$ cat src/rtl/pipelined_adder.sv
// Pipelined add/subtract with carry-in and NZCV flags.
// One CW-bit chunk of the carry chain is resolved per stage; valid/ready back-pressure freezes the whole pipe.
module pipelined_adder #(
  parameter int unsigned WIDTH  = 64,
  parameter int unsigned STAGES = 4
) (
  input  logic             clk,
  input  logic             rst_n,
  input  logic             in_valid,
  output logic             in_ready,
  input  logic [WIDTH-1:0] a_in,
  input  logic [WIDTH-1:0] b_in,
  input  logic [1:0]       op_in,
  input  logic             c_in,
  output logic             out_valid,
  input  logic             out_ready,
  output logic [WIDTH-1:0] add_out,
  output logic [3:0]       flags_out
);

  localparam int unsigned CW   = WIDTH / STAGES;
  localparam int unsigned CW1  = CW + 1;
  localparam int unsigned LAST = STAGES - 1;

  logic [WIDTH-1:0] r_a   [STAGES];
  logic [WIDTH-1:0] r_b   [STAGES];
  logic [WIDTH-1:0] r_s   [STAGES];
  logic             r_c   [STAGES];
  logic             r_z   [STAGES];
  logic             r_vld [STAGES];
  logic [3:0]       r_flags;

  logic             w_stall;
  logic [WIDTH-1:0] w_a     [STAGES];
  logic [WIDTH-1:0] w_b     [STAGES];
  logic [WIDTH-1:0] w_s     [STAGES];
  logic [WIDTH-1:0] w_nxt_s [STAGES];
  logic             w_c     [STAGES];
  logic             w_z     [STAGES];
  logic             w_vld   [STAGES];
  logic [CW:0]      w_sum   [STAGES];
  logic             w_z_fin;
  logic             w_v_fin;
  logic [3:0]       w_flags;

  // Stage k consumes the registers of stage k-1; stage 0 consumes the prepared operands.
  always_comb begin
    w_stall  = r_vld[LAST] && !out_ready;
    in_ready = rst_n && !w_stall;

    w_a[0]   = a_in;
    w_b[0]   = op_in[0] ? ~b_in : b_in;
    w_s[0]   = '0;
    w_c[0]   = op_in[1] ? c_in : op_in[0];
    w_z[0]   = 1'b1;
    w_vld[0] = in_valid && in_ready;
    for (int k = 1; k < int'(STAGES); k++) begin
      w_a[k]   = r_a[k-1];
      w_b[k]   = r_b[k-1];
      w_s[k]   = r_s[k-1];
      w_c[k]   = r_c[k-1];
      w_z[k]   = r_z[k-1];
      w_vld[k] = r_vld[k-1];
    end

    for (int k = 0; k < int'(STAGES); k++) begin
      w_sum[k]   = {1'b0, w_a[k][k*CW +: CW]} + {1'b0, w_b[k][k*CW +: CW]} + CW1'(w_c[k]);
      w_nxt_s[k] = w_s[k];
      w_nxt_s[k][k*CW +: CW] = w_sum[k][CW-1:0];
    end

    w_z_fin = w_z[LAST] && (w_sum[LAST][CW-1:0] == '0);
    w_v_fin = (w_a[LAST][WIDTH-1] == w_b[LAST][WIDTH-1]) &&
              (w_nxt_s[LAST][WIDTH-1] != w_a[LAST][WIDTH-1]);
    w_flags = {w_nxt_s[LAST][WIDTH-1], w_z_fin, w_sum[LAST][CW], w_v_fin};
  end

  // Data registers load only with a valid op, so outputs hold their last result across bubbles.
  always_ff @(posedge clk) begin
    if (!rst_n) begin
      for (int k = 0; k < int'(STAGES); k++) begin
        r_a[k]   <= '0;
        r_b[k]   <= '0;
        r_s[k]   <= '0;
        r_c[k]   <= 1'b0;
        r_z[k]   <= 1'b0;
        r_vld[k] <= 1'b0;
      end
      r_flags <= 4'b0000;
    end else if (!w_stall) begin
      for (int k = 0; k < int'(STAGES); k++) begin
        r_vld[k] <= w_vld[k];
        if (w_vld[k]) begin
          r_a[k] <= w_a[k];
          r_b[k] <= w_b[k];
          r_s[k] <= w_nxt_s[k];
          r_c[k] <= w_sum[k][CW];
          r_z[k] <= w_z[k] && (w_sum[k][CW-1:0] == '0);
        end
      end
      if (w_vld[LAST]) begin
        r_flags <= w_flags;
      end
    end
  end

  assign out_valid = r_vld[LAST];
  assign add_out   = r_s[LAST];
  assign flags_out = r_flags;

endmodule
$ cat config.mk
export PLATFORM = sky130hd
export DESIGN_NAME = pipelined_adder
export DESIGN_NICKNAME = d
export VERILOG_FILES = /design/src/rtl/pipelined_adder.sv
export SDC_FILE = /design/constraint.sdc
export NUM_CORES = 1
export LEC_CHECK = 0
export CORE_MARGIN = 2
export CORE_UTILIZATION = 55
export CTS_CLUSTER_DIAMETER = 60
export DETAILED_ROUTE_END_ITERATION = 10
export PLACE_DENSITY_LB_ADDON = 0.2
export SKIP_CTS_REPAIR_TIMING = 1
export SLEW_MARGIN = 20
export SYNTH_ARGS = -nofsm -noshare
export SYNTH_HDL_FRONTEND = slang
export SYNTH_SLANG_ARGS = --single-unit
$ cat constraint.sdc
create_clock -name clk -period 5.5 [get_ports clk]
set_input_delay 1.1 -clock clk [delete_from_list [all_inputs] [get_ports clk]]
set_output_delay 1.1 -clock clk [all_outputs]
set_load 0.05 [all_outputs]
==> flow_metrics.tcl, run 1 <==
set metrics [dict create \
    synth.cell_area_sq_mm 0.0169 \
    grt_pass1_wl_mm 49.7 \
    place_congestion 0.828 \
    root_buffer "clkbuf_16" \
    slew_headroom_pct 33.7 \
    routedWlPerCell_um 16.6 \
    synth-seq-cells 366 \
    p_leak_nw 7.85 \
    drc 0 \
    hold_start "flags_out[2]" \
    cp_data_arrival_time_ns 3.07 \
    areaGrowthSynthToFinish_pct 21.7 \
    ant_nets 0 \
    final_cell_mix "359 x edfxtp_1, 254 x and2_1, 203 x clkdlybuf4s50_1" \
    dpl_worst_slack_ns 1.18 \
    path_max_fanout 9 \
    filler_cell_count 2176 \
    ctsHtreeMaxLevel 2 \
    max_freq_mhz 240 \
    vias_per_cell 5.24 \
    status "completed" \
    num_rows 64 \
    hold_violations 0 \
    p_per_area_mw_per_mm2 319 \
    antenna_found_initial 5 \
    grt_overflow 0 \
    cp.required_ns 4.40 \
    crit_path_end_kind "output pin" \
    io_pins 205 \
    fin_hold_ws_ns 0.448 \
    dieWidth_um 179 \
    synth_ff_type "edfxtp_1" \
    finalMaxSlewViolations 0 \
    holdCritPathClass "reg -> reg" \
    grt_max_degree 87 \
    rsz0062_at_grt "no" \
    final_common_cell "edfxtp_1" \
    coreArea_sq_mm 0.0304 \
    layout.nets 1694 \
    layout_setup_ws_ns 1.33 \
    netlist_instances 1286 \
    die-area_sq_mm 0.0322 \
    worstSetupPathType "in -> out" \
    syn_nets 1489 \
    dpl.hpwl_mm 21.6 \
    synth_edf_count 359 \
    fin_crit_sh_pct 75.8 \
    clockBufferDepth 3 \
    grt_pass1_vias 9931 \
    chipHeight_um 179 \
    initialDrtViolationCount 648 \
    skew_ns 0.0176 \
    synth.distinct_cells 64 \
    cts.clk_slew.worst_paths_ns 0.06 \
    cts_tree "built" \
    start_util_pct 55.6 \
    yosysSeqAreaShare_pct 64.5 \
    rr_startpoint "r_c[0][0]" \
    clock_latency_ns 0.52 \
    syn_avg_cell_area_sq_um 13.2 \
    firstDrtPassIters 5 \
    drt_wl_total_mm 31.9 \
    ys_warn_count 0 \
    cts_sinks 366 \
    worstMarginPinSlew_ns 0.994 \
    finalSetupTns_ns 0 \
    cts_made_buffers 38 \
    power.total_w 0.00657 \
    max_cap_violations 0 \
    setup.worst_path.start_class "input pin" \
    synth-async-reset-ratio_pct 0 \
    max-vdd-ir-drop_v 0.000204 \
    layout-drive-gt1-share_pct 5.73 \
    vias 10100 \
    grt_util_all_layers_pct 20.1 \
    crit_start "rst_n" \
    port-buffer-count 204 \
    period_needed_ns 4.17 \
    setup_violations 0 \
]
final timing paths:
kind             endpoint  slack (ns)  depth (start not counted)
max              in_ready        1.33                          3
min          flags_out[2]        0.45                          2
max reg2reg     r_z[0][1]        1.93                         10
min reg2reg  flags_out[2]        0.45                          2
metrics by stage:
step           util, %  instances  area [sq um]
5_1_grt           67.6       1915         20600
3_3_place_gp      63.7       1847         19400
2_1_floorplan        -       1286         16900
3_5_place_dp      63.7       1847         19400
6_report          67.7       1917         20600
4_1_cts           67.6       1915         20600
sequential cells by signal, summed over array words and instances (netlist names):
register / count
r_vld: 4
r_s: 160
flags_out: 4
r_b: 96
r_c: 3
r_z: 3
r_a: 96
report_power, final:
group	internal [W]	leakage, nW	switching, W	total [W]
Combinational	0.000360	3.40	0.000501	0.000860
Clock	0.00141	0.579	0.00100	0.00241
Sequential	0.00325	3.87	0.0000442	0.00329
synth_stat cells (5+ instances only):
master / number / area [sq um]
edfxtp_1: 359 / 10800
o211ai_1: 6 / 45.0
nor2_1: 132 / 495
o21ai_0: 30 / 150
inv_1: 26 / 97.6
and2_1: 254 / 1590
clkbuf_1: 45 / 169
o21bai_1: 6 / 45.0
fa_1: 8 / 160
xor2_1: 37 / 324
nor3_1: 13 / 65.1
ha_1: 60 / 751
nand4_1: 7 / 43.8
xnor2_1: 81 / 709
o21a_1: 10 / 75.1
dfxtp_1: 7 / 140
nand2_1: 44 / 165
nand3_1: 17 / 85.1
a211oi_1: 7 / 52.6
or3_1: 7 / 43.8
a21oi_1: 38 / 190
nand2b_1: 7 / 43.8
a31oi_1: 5 / 31.3
a21o_1: 7 / 52.6
area by class of cell:
cell class	instances	area (sq um)	area share, %
flip-flops and latches	366	10900	53.0
multi-input cells	842	5740	27.9
repair buffers	217	2150	10.4
clock buffers	49	1060	5.13
well taps	396	495	2.41
clock inverters	19	123	0.596
inverters	26	97.6	0.474
diodes	2	5.00	0.0243
per-layer routing:
layer  global-route usage [%]  vias up  wire [um]
li1                         -     4984          -
met1                     23.5     4740      12700
met2                     36.6      258      16200
met3                     4.16       66       1900
met4                     7.22        2       1090
met5                        0        -         13
cell families after synthesis:
| group | count (synthesis) | synth area share [%] |
|---|---|---|
| AO/OA/AOI/OAI | 147 | 5.98 |
| XOR/XNOR | 118 | 6.11 |
| adder cells (fa/ha/maj) | 68 | 5.38 |
| buffers and inverters | 78 | 1.75 |
| flip-flops | 366 | 64.5 |
| multiplexers | 1 | 0.0592 |
| AND/OR/NAND/NOR | 508 | 16.2 |
critical path, cell delays in order:
cell and delay, ns:
clkdlybuf4s50_1 0.80, and2_0 0.31, clkdlybuf4s50_1 0.85
(Power assumes the default switching activity.)
==> inputs of run 2 (changes only) <==
--- a/config.mk
+++ b/config.mk
@@ -6,7 +6,7 @@
 export NUM_CORES = 1
 export LEC_CHECK = 0
 export CORE_MARGIN = 2
-export CORE_UTILIZATION = 55
+export CORE_UTILIZATION = 51
 export CTS_CLUSTER_DIAMETER = 60
 export DETAILED_ROUTE_END_ITERATION = 10
 export PLACE_DENSITY_LB_ADDON = 0.2
==> constraint.sdc (replaced) <==
create_clock -name clk -period 3.8 [get_ports clk]
set_input_delay 0.76 -clock clk [delete_from_list [all_inputs] [get_ports clk]]
set_output_delay 0.76 -clock clk [all_outputs]
set_load 0.05 [all_outputs]
==> flow_metrics.tcl, run 2 (same netlist as run 1, synthesis figures left out) <==
set metrics [dict create \
    start_util_pct 51.9 \
    cp_data_arrival_time_ns 3.81 \
    chipHeight_um 186 \
    finalSetupTns_ns 0 \
    reg2reg_setup_slack_ns 0.31 \
    ctsHtreeMaxLevel 2 \
    path_max_fanout 4 \
    dieWidth_um 186 \
    power_switching_share_pct 23.2 \
    setup_violations 0 \
    vias_per_cell 5.06 \
    place_inst 1904 \
    setup.worst_path.start_class "flop" \
    p_clk_share_pct 37.5 \
    period_needed_ns 3.49 \
    r2r_end "r_z[0][1]" \
    cts_sinks 366 \
    n_antenna_cell 0 \
    fin_crit_sh_pct 91.7 \
    layout-drive-gt1-share_pct 6.54 \
    instances_no_fill 1970 \
    cp-endpoint "r_z[0][1]" \
    antenna_found_initial 1 \
    min_path_cells 1 \
    drt_wl_total_mm 31.4 \
    p_per_area_mw_per_mm2 464 \
    firstDrtPassIters 6 \
    cts.clk_slew.worst_paths_ns 0.06 \
    dpl.hpwl_mm 21.7 \
    worstSetupPathType "reg -> reg" \
    num_rows 66 \
    coreArea_sq_mm 0.0326 \
    layout.nets 1706 \
    cp.required_ns 4.12 \
    regMostFlops "r_s" \
    worstMarginPinSlew_ns 0.932 \
    cts_tree "built" \
    crit_path_end_kind "flop" \
    vias 9968 \
    grt_util_all_layers_pct 18.3 \
    reg_top3 "r_s (160), r_a (96), r_b (96)" \
    io_pins 205 \
    slew_headroom_pct 37.8 \
    holdCritPathClass "reg -> reg" \
    max_cap_violations 0 \
    filler_cell_count 2493 \
    cts_made_buffers 39 \
    grt_max_degree 87 \
    pwr-share-comb_pct 13.2 \
    worst-r2r-cell-count 10 \
    grt_pass1_vias 9815 \
    grt_pass1_wl_mm 49.4 \
    finalMaxSlewViolations 0 \
    clockBufferDepth 3 \
    crit_start "r_c[0][0]" \
    max-vdd-ir-drop_v 0.000321 \
    hold_violations 0 \
    p_leak_nw 7.95 \
    die-area_sq_mm 0.0346 \
    areaGrowthSynthToFinish_pct 23.0 \
    place_congestion 0.816 \
    final_common_cell "edfxtp_1" \
    grt_overflow 0 \
    routedWlPerCell_um 15.9 \
    pwr-share-seq_pct 49.4 \
    intPower_w 0.00741 \
    skew_ns 0.0159 \
    max_freq_mhz 287 \
    root_buffer "clkbuf_16" \
    drc 0 \
    largest_reg_flops 160 \
    clock_latency_ns 0.51 \
    final_cell_mix "359 x edfxtp_1, 254 x and2_1, 202 x clkdlybuf4s50_1" \
    ant_nets 0 \
    rsz0062_at_grt "no" \
    rr_startpoint "r_c[0][0]" \
    initialDrtViolationCount 473 \
    p_sw_w 0.00224 \
    status "completed" \
    port-buffer-count 204 \
]
## run 2: cell count changes in the layout (fill, tap and decap cells not counted), moves of 2 or more
cell,delta
buf_4,+7
bufinv_16,+2
diode_2,-2
buf_12,+5
clkinv_1,-2
## run 2: cell type report
| type | instances | area, sq um | share of cell area [%] |
|---|---|---|---|
| flip-flops and latches | 366 | 10900 | 52.5 |
| multi-input cells | 842 | 5730 | 27.5 |
| repair buffers | 228 | 2290 | 11.0 |
| clock buffers | 48 | 1050 | 5.06 |
| well taps | 442 | 553 | 2.66 |
| clock inverters | 18 | 168 | 0.806 |
| inverters | 26 | 97.6 | 0.469 |
## run 2: critical path: stages (launching register included)
cell and delay [ns]:
edfxtp_1 0.40, fa_1 0.49, fa_1 0.42, a21oi_1 0.23
o2111ai_1 0.28, a2111oi_0 0.51, o21bai_1 0.11, a21oi_1 0.24
xnor2_1 0.20, nand4_1 0.14, nor4b_2 0.28
## run 2: per-layer routing
| layer | GRT usage, % | wire (um) | vias up |
|---|---|---|---|
| met1 | 22.3 | 13300 | 4708 |
| met4 | 4.72 | 565 | 2 |
| met2 | 33.1 | 15900 | 222 |
| met3 | 3.99 | 1700 | 45 |
| li1 | - | - | 4991 |
| met5 | 0 | 13 | - |
## run 2: through the flow
step	total power [W]	hold slack [ns]	util (%)	setup WS (ns)	instance area [sq um]
6_report	0.00965	0.452	63.8	0.314	20800
5_1_grt	0.0100	0.472	63.8	0.0435	20800
4_1_cts	0.00976	0.460	63.8	0.270	20800
3_5_place_dp	0.00613	0.449	60.1	-0.0764	19600
3_3_place_gp	0.00611	0.439	60.1	-0.0383	19600
2_1_floorplan	0.00568	0.436	-	0.0170	16900
## run 2: worst min-delay path by stage
stage	slack [ns]	start	to
3_5_place_dp	0.45	flags_out[3]	flags_out[3]
5_1_grt	0.47	flags_out[3]	flags_out[3]
4_1_cts	0.46	flags_out[3]	flags_out[3]
3_3_place_gp	0.44	flags_out[3]	flags_out[3]
6_report	0.45	flags_out[3]	flags_out[3]
2_1_floorplan	0.44	r_vld[2]	r_vld[2]
## run 2: power groups by stage
stage / clock network (W) / logic (W) / registers, W
global placement: 0 / 0.00126 / 0.00485
CTS: 0.00370 / 0.00128 / 0.00477
floorplan: 0 / 0.000712 / 0.00497
finish: 0.00362 / 0.00127 / 0.00477
detailed placement: 0 / 0.00128 / 0.00485
global route: 0.00386 / 0.00140 / 0.00479
==> inputs of run 3 (changes only) <==
--- a/config.mk
+++ b/config.mk
@@ -10,6 +10,7 @@
 export CTS_CLUSTER_DIAMETER = 60
 export DETAILED_ROUTE_END_ITERATION = 10
 export PLACE_DENSITY_LB_ADDON = 0.2
+export SETUP_SLACK_MARGIN = 0.1
 export SKIP_CTS_REPAIR_TIMING = 1
 export SLEW_MARGIN = 20
 export SYNTH_ARGS = -nofsm -noshare
==> flow_metrics.tcl, run 3 (same netlist as run 1, synthesis figures left out) <==
set metrics [dict create \
    status "completed" \
    regMostFlops "r_s" \
    die-area_sq_mm 0.0346 \
    dieWidth_um 186 \
    max-vdd-ir-drop_v 0.000277 \
    drc 0 \
    power.total_w 0.00997 \
    fin_crit_sh_pct 89.8 \
    path_buf_inv 2 \
    slowest_stage "clkdlybuf4s50_1" \
    vias 10200 \
    dpl_worst_slack_ns -0.119 \
    final_common_cell "edfxtp_1" \
    grt_overflow 0 \
    layout_setup_ws_ns 0.388 \
    antenna_found_initial 0 \
    start_util_pct 51.9 \
    max_stage_delay_ns 0.47 \
    worst-r2r-cell-count 10 \
    finalMaxSlewViolations 0 \
    vias_per_cell 5.15 \
    period_needed_ns 3.41 \
    num_rows 66 \
    io_pins 205 \
    grt_pass1_vias 10000 \
    coreArea_sq_mm 0.0326 \
    holdCritPathClass "reg -> reg" \
    crit_chain "clkdlybuf4s50_1 > mux2i_1 > fa_1 > inv_1 > fa_1 > a211oi_1 > o21ai_1 > a41oi_2 > or3_1 > o2111ai_1 > a21oi_1 > xnor2_1 > nor4_1" \
    rsz0062_at_grt "no" \
    firstDrtPassIters 5 \
    clock_latency_ns 0.52 \
    max_freq_mhz 293 \
    worstSetupPathDepth 13 \
    reg2reg_setup_slack_ns 0.43 \
    cts.clk_slew.worst_paths_ns 0.06 \
    worstMarginPinSlew_ns 0.877 \
    drt_wl_total_mm 32.3 \
    clockBufferDepth 3 \
    layout-drive-gt1-share_pct 7.34 \
    cts_tree "built" \
    port-buffer-count 204 \
    ant_nets 0 \
    cts_made_buffers 41 \
    areaGrowthSynthToFinish_pct 23.9 \
    skew_ns 0.0138 \
    initialDrtViolationCount 458 \
    slew_headroom_pct 41.5 \
    final_cell_mix "359 x edfxtp_1, 254 x and2_1, 202 x clkdlybuf4s50_1" \
    max_cap_violations 0 \
    ctsHtreeMaxLevel 2 \
    chipHeight_um 186 \
    setup_violations 0 \
    critPathTopFamily "compound AO/OA/AOI/OAI gates" \
    place_congestion 0.834 \
    crit_path_end_kind "flop" \
    largest_reg_flops 160 \
    place_inst 1905 \
    min_path_cells 2 \
    p_per_area_mw_per_mm2 476 \
    grt_max_degree 87 \
    placed_area_sq_mm 0.0196 \
    hold_violations 0 \
    grt_util_all_layers_pct 18.9 \
    worstSetupPathType "in -> reg" \
    reg_top3 "r_s (160), r_a (96), r_b (96)" \
    postLayoutCellArea_sq_mm 0.0210 \
    root_buffer "clkbuf_16" \
    path_max_fanout 3 \
    p_leak_nw 8.01 \
    routedWlPerCell_um 16.3 \
    dpl.hpwl_mm 22.1 \
    cts_sinks 366 \
    n_antenna_cell 0 \
    cp.required_ns 4.13 \
    setup.worst_path.start_class "input pin" \
    layout.nets 1709 \
    instances_no_fill 1981 \
    grt_pass1_wl_mm 50.7 \
    cp_data_arrival_time_ns 3.74 \
    crit_top_cell "fa_1" \
]
[run 3: cell types whose count changed in the layout (fill, tap and decap cells not counted), sizes merged]
cell and change:
buf +1, inv +4, clkbuf +2, clkinvlp +3
bufinv +1
[run 3: worst reg2reg max path: stages (launching register included)]
cell,delay (ns)
edfxtp_1,0.40
fa_1,0.48
fa_1,0.44
a21oi_1,0.24
o2111ai_1,0.31
a21o_1,0.26
a21oi_1,0.22
xor2_1,0.26
and3b_1,0.20
nand4_1,0.12
nor4b_2,0.28
[run 3: area by class of cell]
| type | count | area [sq um] |
|---|---|---|
| Fill cell | 2453 | 11700 |
| Sequential cell | 366 | 10900 |
| Multi-Input combinational cell | 842 | 5740 |
| Timing Repair Buffer | 229 | 2290 |
| Clock buffer | 50 | 1110 |
| Tap cell | 442 | 553 |
| Clock inverter | 26 | 255 |
| Inverter | 26 | 97.6 |
[run 3: through the flow]
stage | setup TNS [ns] | hold slack (ns) | utilization (%)
5_1_grt | 0 | 0.505 | 64.3
4_1_cts | 0 | 0.477 | 64.2
3_3_place_gp | -0.0474 | 0.454 | 60.1
3_5_place_dp | -0.185 | 0.469 | 60.1
2_1_floorplan | 0 | 0.436 | -
6_report | 0 | 0.476 | 64.3
[run 3: routing by layer]
| metal | track usage, % | share of wire [%] | vias to the layer above |
|---|---|---|---|
| met1 | 23.8 | 42 | 4898 |
| li1 | - | - | 5009 |
| met3 | 3.19 | 4.5 | 53 |
| met5 | 0 | 0 | - |
| met2 | 33.9 | 51 | 247 |
| met4 | 5.10 | 2.1 | 0 |
[run 3: worst paths after layout]
kind              from        end
max           op_in[1]  r_z[0][0]
min           r_vld[0]   r_vld[0]
max reg2reg  r_c[0][0]  r_z[0][1]
min reg2reg   r_vld[0]   r_vld[0]
[run 3: where the power goes]
group          internal [W]  switching, W
registers           0.00470     0.0000669
clock network       0.00238       0.00154
logic              0.000546      0.000733
total               0.00762       0.00234
==> RTL edit, RTL diff (config.mk and constraints of run 1) <==
Put one more register stage on the output `flags_out`, with the module's reset. The value now appears one clock later. The other outputs are not delayed to match.
--- a/src/rtl/pipelined_adder.sv
+++ b/src/rtl/pipelined_adder.sv
@@ -107,5 +107,11 @@
   assign out_valid = r_vld[LAST];
   assign add_out   = r_s[LAST];
-  assign flags_out = r_flags;
+  always_ff @(posedge clk) begin
+    if (!rst_n) begin
+      flags_out <= '0;
+    end else begin
+      flags_out <= r_flags;
+    end
+  end
 
 endmodule
Behaviour: not the same (a bounded check fails within 10 cycles, from zero or initial values and one cycle with rst_n low).
==> RTL edit against run 1 <==
Sequential cell count grew 4. Routed wire length shrank 1.1%. Total power grew 2.0%. Setup slack lost 0.093 ns. Global-route usage shrank 0.86 points. Area after synthesis grew 0.60%. Critical endpoint unchanged. Synthesized cell count grew 0.54%. Register-to-register slack gained 0.08 ns. Design area grew 0.75%.
==> RTL edit: results (changes against run 1) <==
| Metric | Value |
|---|---|
| First-pass GRT wire length | 49,300 um (was 49,700 um) |
| Initial core utilization | 0.558 (was 0.556) |
| WHS | 0.451 ns (was 0.448 ns) |
| Clock-net power | 2520 uW (was 2410 uW) |
| Worst reg2reg path depth | 9 (was 10) |
| Leak | 0.00795 uW (was 0.00785 uW) |
| Worst r2r src | r_c[0][0]$_SDFFCE_PN0P_ (unchanged) |
| Clock Latency Late Sink | 0.52 ns (about the same) |
| Max stage delay on crit path | 0.87 ns (was 0.85 ns) |
| Synthesis Warnings | 0 (unchanged) |
| Post-synth EDFFs | 359 (unchanged) |
| Filler instances | 2,243 (was 2,176) |
| Pre-CTS setup slack | 1.18 ns (about the same) |
| Worst slew pin tran | 0.966 ns (was 0.994 ns) |
| WL/cell | 16.4 um (was 16.6 um) |
| Initial antenna violation count | 3 (was 5) |
| Syn_area_per_cell | 13.2 um2 (about the same) |
| Multi-input logic area | 0.00576 mm2 (was 0.00574 mm2) |
| Largest regs | r_s (160), r_a (96), r_b (96) (unchanged) |
| Reg power frac | 0.497 (was 0.502) |
| P per Cell Area | 323 mW/mm2 (was 319 mW/mm2) |
| Vias per Instance | 5.21 (was 5.24) |
| Peak supply drop | 0.229 mV (was 0.204 mV) |
| Hpwl dp | 21,600 um (about the same) |
| Switching power | 1550 uW (about the same) |
| Seq/Total Area, Yosys | 0.646 (was 0.645) |
| Worst setup startpoint | rst_n (unchanged) |
| Share of cells above drive strength 1 | 0.0589 (was 0.0573) |
| Routability Congestion | 0.871 (was 0.828) |
| Reg2reg end | r_z[0][1]$_SDFFCE_PN0P_ (unchanged) |
| Post-layout nets | 1,704 (was 1,694) |
| Gr usage total | 0.192 (was 0.201) |
| Most frequent cells after synthesis | edfxtp_1 (359), and2_1 (267), nor2_1 (130), xnor2_1 (72), ha_1 (60) (was edfxtp_1 (359), and2_1 (254), nor2_1 (132), xnor2_1 (81), ha_1 (60)) |
| Net Count, Synth | 1,496 (was 1,489) |
| Worst path arrival time | 3.16 ns (was 3.07 ns) |
| Largest cells by area after synthesis | edfxtp_1 (63%), and2_1 (9.8%), ha_1 (4.4%) (was edfxtp_1 (64%), and2_1 (9.4%), ha_1 (4.4%)) |
| Final std cells w/o fill | 1,927 (was 1,917) |
| Status | completed (unchanged) |
| Last element of the critical path | in_ready (unchanged) |
| Largest net degree at the start of global routing | 87 (unchanged) |
| Worst R2R Setup Slack | 2.01 ns (was 1.93 ns) |
| Clock buffer depth | 3 (unchanged) |
| DR iter-0 viols | 568 (was 648) |
| Setup Skew | 0.0212 ns (was 0.0176 ns) |
| Worst-path maximum fanout | 12 (was 9) |
| Placed Area | 0.0195 mm2 (was 0.0194 mm2) |
| Vias in the first global route | 9,643 (was 9,931) |
| Clk slew on worst S/H paths | 0.06 ns (about the same) |
| Yosys cell types | 58 (was 64) |
## RTL edit: changes by cell type after synthesis, moves of 5 or more
cell / run 1 / this run
and3_1: 4 / 11
xnor2_1: 81 / 72
nand2_1: 44 / 34
and2_1: 254 / 267
o21bai_1: 6 / 12
nor3_1: 13 / 20
a21oi_1: 38 / 33
## RTL edit: routing by layer
metal	track usage	wire length [um]	vias to the layer above
li1	-	-	5004
met1	0.243	13200	4673
met2	0.331	15500	306
met3	0.0448	2080	55
met4	0.0589	770	0
met5	0	0	-
## RTL edit: cell type report
class	instances	area share
sequential	370	0.530
clock inverter	15	0.00772
inverter	27	0.00489
multi-input combinational	848	0.278
tap	396	0.0239
antenna	3	0.000362
timing repair buffer	216	0.103
clock buffer	52	0.0519
## RTL edit: logic make-up after synthesis
kind of cell / count (synthesis) / share of synthesized area
muxes: 1 / 0.000588
buffers and inverters: 75 / 0.0171
adders and majority gates: 68 / 0.0535
xor gates and xnor gates: 113 / 0.0581
DFF: 370 / 0.646
AOI/OAI and AO/OA: 140 / 0.0551
and+or+nand+nor: 526 / 0.169
## RTL edit: how the worst min path moves through the flow
stage / startpoint / endpoint / depth (start not counted)
floorplan: r_flags[0]$_SDFFE_PN0P_ / r_flags[0]$_SDFFE_PN0P_ / 2
global placement: r_flags[1]$_SDFFE_PN0P_ / r_flags[1]$_SDFFE_PN0P_ / 2
detailed placement: r_flags[1]$_SDFFE_PN0P_ / r_flags[1]$_SDFFE_PN0P_ / 2
CTS: r_flags[1]$_SDFFE_PN0P_ / r_flags[1]$_SDFFE_PN0P_ / 2
global route: r_flags[1]$_SDFFE_PN0P_ / flags_out[1]$_SDFF_PN0_ / 1
finish: r_flags[1]$_SDFFE_PN0P_ / r_flags[1]$_SDFFE_PN0P_ / 2
